<file path="src/rtl/alu_pkg.sv">
// Shared definitions for the ALU arbiter: default widths, ALU function codes
// and the arbiter FSM state type.
package alu_pkg;
  localparam int DATA_W_DEF = 16;
  localparam int OP_W_DEF   = 3;

  localparam logic [2:0] ALU_ADD = 3'b000;
  localparam logic [2:0] ALU_SUB = 3'b001;
  localparam logic [2:0] ALU_AND = 3'b010;
  localparam logic [2:0] ALU_OR  = 3'b011;
  localparam logic [2:0] ALU_SLT = 3'b100;

  typedef enum logic [1:0] {
    IDLE = 2'd0,
    EXEC = 2'd1,
    RESP = 2'd2
  } state_t;
endpackage

</file>
<file path="src/rtl/alu_arbiter_rr_arb2.sv">
// Two-way round-robin grant. On a tie the requester not granted last wins;
// last=1 means req1 was granted most recently.
module rr_arb2 (
  input  logic [1:0] req,
  input  logic       last,
  input  logic       en,
  output logic [1:0] gnt
);
  always_comb begin
    gnt = 2'b00;
    if (en) begin
      case (req)
        2'b01:   gnt = 2'b01;
        2'b10:   gnt = 2'b10;
        2'b11:   gnt = last ? 2'b01 : 2'b10;
        default: gnt = 2'b00;
      endcase
    end
  end
endmodule

</file>
<file path="src/rtl/alu_arbiter.sv">
// Arbitrates two requesters onto one shared combinational ALU. One operation
// in flight at a time: accept (IDLE) -> execute (EXEC) -> respond (RESP).
module alu_arbiter
  import alu_pkg::*;
#(
  parameter int DATA_W = DATA_W_DEF,
  parameter int OP_W   = OP_W_DEF
) (
  input  logic              clk,
  input  logic              rst_n,
  input  logic              req0_valid,
  output logic              req0_ready,
  input  logic [OP_W-1:0]   req0_op,
  input  logic [DATA_W-1:0] req0_a,
  input  logic [DATA_W-1:0] req0_b,
  input  logic              req1_valid,
  output logic              req1_ready,
  input  logic [OP_W-1:0]   req1_op,
  input  logic [DATA_W-1:0] req1_a,
  input  logic [DATA_W-1:0] req1_b,
  output logic              rsp_valid,
  input  logic              rsp_ready,
  output logic              rsp_id,
  output logic [DATA_W-1:0] rsp_result,
  output logic              rsp_zero,
  output logic [DATA_W-1:0] alu_a,
  output logic [DATA_W-1:0] alu_b,
  output logic [OP_W-1:0]   alu_control,
  input  logic [DATA_W-1:0] alu_result,
  input  logic              alu_zero
);
  state_t              r_state, w_nxt;
  logic                r_last;
  logic                r_id;
  logic [OP_W-1:0]     r_op;
  logic [DATA_W-1:0]   r_a, r_b, r_res;
  logic                r_zero;
  logic [1:0]          w_gnt;
  logic                w_accept;

  rr_arb2 u_arb (
    .req  ({req1_valid, req0_valid}),
    .last (r_last),
    .en   (r_state == IDLE),
    .gnt  (w_gnt)
  );

  // Grant is only non-zero for a valid requester in IDLE, so it doubles as ready.
  assign w_accept   = |w_gnt;
  assign req0_ready = w_gnt[0];
  assign req1_ready = w_gnt[1];

  always_comb begin
    w_nxt = r_state;
    case (r_state)
      IDLE:    if (w_accept) w_nxt = EXEC;
      EXEC:    w_nxt = RESP;
      RESP:    if (rsp_ready) w_nxt = IDLE;
      default: w_nxt = IDLE;
    endcase
  end

  always_ff @(posedge clk or negedge rst_n) begin
    if (!rst_n) r_state <= IDLE;
    else        r_state <= w_nxt;
  end

  // last=1 out of reset so req0 wins the first tie.
  always_ff @(posedge clk or negedge rst_n) begin
    if (!rst_n) begin
      r_last <= 1'b1;
      r_id   <= 1'b0;
      r_op   <= '0;
      r_a    <= '0;
      r_b    <= '0;
    end else if (w_accept) begin
      r_last <= w_gnt[1];
      r_id   <= w_gnt[1];
      r_op   <= w_gnt[1] ? req1_op : req0_op;
      r_a    <= w_gnt[1] ? req1_a  : req0_a;
      r_b    <= w_gnt[1] ? req1_b  : req0_b;
    end
  end

  always_ff @(posedge clk or negedge rst_n) begin
    if (!rst_n) begin
      r_res  <= '0;
      r_zero <= 1'b0;
    end else if (r_state == EXEC) begin
      r_res  <= alu_result;
      r_zero <= alu_zero;
    end
  end

  assign rsp_valid   = (r_state == RESP);
  assign rsp_id      = r_id;
  assign rsp_result  = r_res;
  assign rsp_zero    = r_zero;
  assign alu_a       = r_a;
  assign alu_b       = r_b;
  assign alu_control = r_op;
endmodule

</file>
<file path="config.mk">
export PLATFORM = sky130hd
export DESIGN_NAME = alu_arbiter
export DESIGN_NICKNAME = d
export VERILOG_FILES = /design/src/rtl/alu_pkg.sv /design/src/rtl/alu_arbiter_rr_arb2.sv /design/src/rtl/alu_arbiter.sv
export SDC_FILE = /design/constraint.sdc
export NUM_CORES = 1
export LEC_CHECK = 0
export CAP_MARGIN = 25
export CELL_PAD_IN_SITES_DETAIL_PLACEMENT = 2
export CELL_PAD_IN_SITES_GLOBAL_PLACEMENT = 2
export CORE_MARGIN = 2
export CORE_UTILIZATION = 22
export DETAILED_ROUTE_END_ITERATION = 7
export GPL_TIMING_DRIVEN = 0
export PLACE_DENSITY = 0.89
export SYNTH_ARGS = -nofsm -noshare
export SYNTH_HDL_FRONTEND = slang
export SYNTH_HIERARCHICAL = 1
export SYNTH_SLANG_ARGS = --single-unit
</file>
<file path="constraint.sdc">
create_clock -name clk -period 1.65 [get_ports clk]
set_input_delay 0.165 -clock clk [delete_from_list [all_inputs] [get_ports clk]]
set_output_delay 0.165 -clock clk [all_outputs]
set_load 0.01 [all_outputs]
</file>
==> summary.md <==
| Metric | Value |
|---|---|
| Status | complete, no violations |
| Clock Sinks | 56 |
| P_leak | approximately 1.8 nW |
| Detailed Place HPWL | 6.99 mm |
| Area Growth Syn to Fin | 75.7% |
| Max transition margin | 0.529 |
| Multi-input gate area | approximately 1000 um2 |
| Fin crit share | 0.968 |
| Hold Path Class | input port to flip-flop |
| CTS tree | done |
| Initial antenna violation count | 0 |
| Final nets | 457 |
| Clock root buffer | clkbuf_8 |
| Gpl congestion | 0.668 |
| Vias in the first global route | 2,606 |
| WS Path Type | flip-flop to primary output |
| Fillers | roughly 1.2k |
| DRC errors left | 0 |
| Total number of vias | 2,223 |
| Final setup viols | 0 |
| Starting Density | 0.226 |
| Yosys warnings | 6 |
| Max-cap violations | 0 |
| Layout Cells excl Fill | 506 |
| Clk slew on worst S/H paths | about 0.11 ns |
| Critical path's slowest cell | dfstp_2 |
| Syn_nets | roughly 300 |
| Start point of the worst hold path | req1_a[4] |
| Critical-path maximum fanout | 3 |
| Drt via density | roughly 4.4 |
| Slew Limit Fails | 0 |
| Total gr overflow | 0 |
| Avg Cell Area, Syn | roughly 12 um2 |
| Largest net degree at the start of global routing | 31 |
| Fin Hold WS | about 0.40 ns |
| Clk_lat worst skew | 0.31 ns |
| First-pass GRT wire length | ~14 mm |
| Post-route ant nets | 0 |
| Core ar. | 10,900 um2 |
| Fmax | about 0.63 GHz |
| Share of layout cells above drive strength 1 | 0.142 |
| Least-Margin Pin Slew | around 0.71 ns |
| Ports | between 100 and 150 |
| Max Root-Sink Buffers | 2 |
| CP Launch Type | flip-flop |
| CP startpoint | r_last |
| Die X | between 100 and 150 um |
| # rows | 38 |
| CTS buffer count | 5 |
| Fin. Hold Viols | 0 |
| Die area | ~12,000 um2 |
| Pre-antenna DRT Iters | 3 |
| RSZ-0062 raised after global routing | true |
| WL final | around 9.0 mm |
| Post-placement cell count | 494 |
| Htree depth | 2 |
| Routed len/inst | between 15 and 20 um |
| R2r startpoint | r_last |
| Tot GR Track Use | 0.151 |
| N_diodes | 0 |
| Die height | 110 um |
| Register Area | 1400 um2 |
| Register area share after synthesis | 0.570 |
| Yosys cell types | 19 |
| Skew final | about 0.017 ns |
| Mapped Cells | roughly 200 |
| Cell chain of the critical path | inv_1 > a21oi_2 > dlygate4sd2_1 |
| Seq cells post-synth | 56 |
| Synthesized area | roughly 2500 um2 |
| Critical Path Sink Type | primary output |
| Critical path data required time | between 1 and 1.5 ns |
| Port Buffers | 147 |
| Initial DRC Count | 26 |
| Worst EP arrival | approximately 1.4 ns |
| CP max stage delay | 0.58 ns |
| Final critical-path required period | approximately 1.6 ns |
| Max VDD drop | ~500 uV |
| P per Cell Area | approximately 1700 nW/um2 |
## final cells by class
cell class / count / area share
plain buffers: 14 / 0.0364
clock buffers: 6 / 0.0191
clock inverters: 2 / 0.00318
inverters: 3 / 0.00260
multi-input cells: 133 / 0.224
flip-flops and latches: 56 / 0.324
well taps: 140 / 0.0405
repair buffers: 152 / 0.349
## flip-flops by register name, summed over array words and instances, names as in the netlist
name and flops:
alu_a 16, alu_b 16, alu_control 3, r_last 1, r_state 2, rsp_id 1, rsp_result 16, rsp_zero 1
## where the power goes
group	total [mW]	internal, mW	switching [mW]
clock	0.819	0.345	0.474
sequential	2.50	2.08	0.422
combinational	3.90	2.30	1.61
total	7.22	4.72	2.50
## cell usage in the layout, fill, tap and decap left out
| cell | count |
|---|---|
| nor2_4 | 1 |
| clkbuf_8 | 6 |
| mux2i_1 | 33 |
| mux2_2 | 8 |
| nand2b_1 | 1 |
| dfstp_2 | 1 |
| a21oi_2 | 2 |
| nand2_1 | 37 |
| a21o_1 | 2 |
| dlygate4sd2_1 | 2 |
| dlygate4sd3_1 | 1 |
| clkbuf_4 | 6 |
| clkdlybuf4s50_1 | 143 |
| clkbuf_2 | 1 |
| o21ai_1 | 8 |
| clkinv_2 | 1 |
| mux2i_2 | 2 |
| inv_6 | 1 |
| mux2_4 | 9 |
| buf_12 | 5 |
| buf_2 | 3 |
| o21a_1 | 1 |
| buf_4 | 3 |
| dfrtp_1 | 55 |
| o21ai_0 | 27 |
| o21ai_2 | 1 |
| inv_1 | 3 |
| buf_6 | 2 |
| or2b_1 | 1 |
## path summary, 6_finish.rpt
path                       depth (start not counted)  slack (ns)        endpoint
max                                                3        0.05      req0_ready
min                                                3        0.40        alu_a[4]
max reg2reg                                        6        0.06       alu_a[13]
min reg2reg                                        1        0.52          rsp_id
max in group asynchronous                          3        0.62        alu_b[7]
min in group asynchronous                          2        0.43  rsp_result[12]
## critical path, delay by kind of cell (launching register included)
kind                   cells  cell delay [ns]
DFF                        1             0.58
buffers and inverters      2             0.37
AOI/OAI and AO/OA          1             0.16
## synthesized netlist by cell type
library cell	number	share of area
mux2i_1	35	0.14
inv_1	3	0.0046
o21ai_0	36	0.073
nand2b_1	1	0.0025
a21o_1	2	0.0061
clkbuf_1	7	0.011
buf_2	1	0.0020
dfrtp_1	55	0.56
o21a_1	1	0.0030
buf_6	4	0.018
buf_4	1	0.0030
dfstp_2	1	0.011
nor2_1	1	0.0015
buf_12	1	0.0081
mux2_4	9	0.055
a21oi_1	2	0.0041
or2b_1	1	0.0030
mux2_2	8	0.037
nand2_1	37	0.056
## what timing repair did
action,in CTS,in global routing
resized for setup,18,29
pin swaps,0,0
cloned,0,1
setup buffers,2,0
hold endpoints to repair,28,0
hold buffers,1,0
endpoints found under the setup margin,40,37
## kinds of logic after synthesis
logic type	count (synthesis)	share of synthesized area
multiplexers	52	0.234
flip-flops	56	0.570
AO/OA/AOI/OAI	41	0.0864
AND/OR/NAND/NOR	40	0.0635
buffers and inverters	17	0.0467
## layer usage
layer  vias up  wire, um  global-route usage
met4         0        85              0.0371
met2        75      4990               0.293
met1      1122      3400               0.161
li1       1019         -                   -
met3         7       537              0.0362
met5         -         0                   0
## through the flow
step                 util  cell area, um2  worst slack (ns)  power [mW]  setup TNS [ns]
finish              0.397            4330            0.0530        7.22               0
global route        0.397            4330           -0.0298        7.75          -0.170
CTS                 0.392            4270           0.00684        7.23               0
detailed placement  0.379            4120            -0.325        6.32           -9.22
global placement    0.377            4110             -1.47        6.09          -87.51
floorplan               -            2460            0.0161        4.15               0
(Power assumes the default switching activity.)
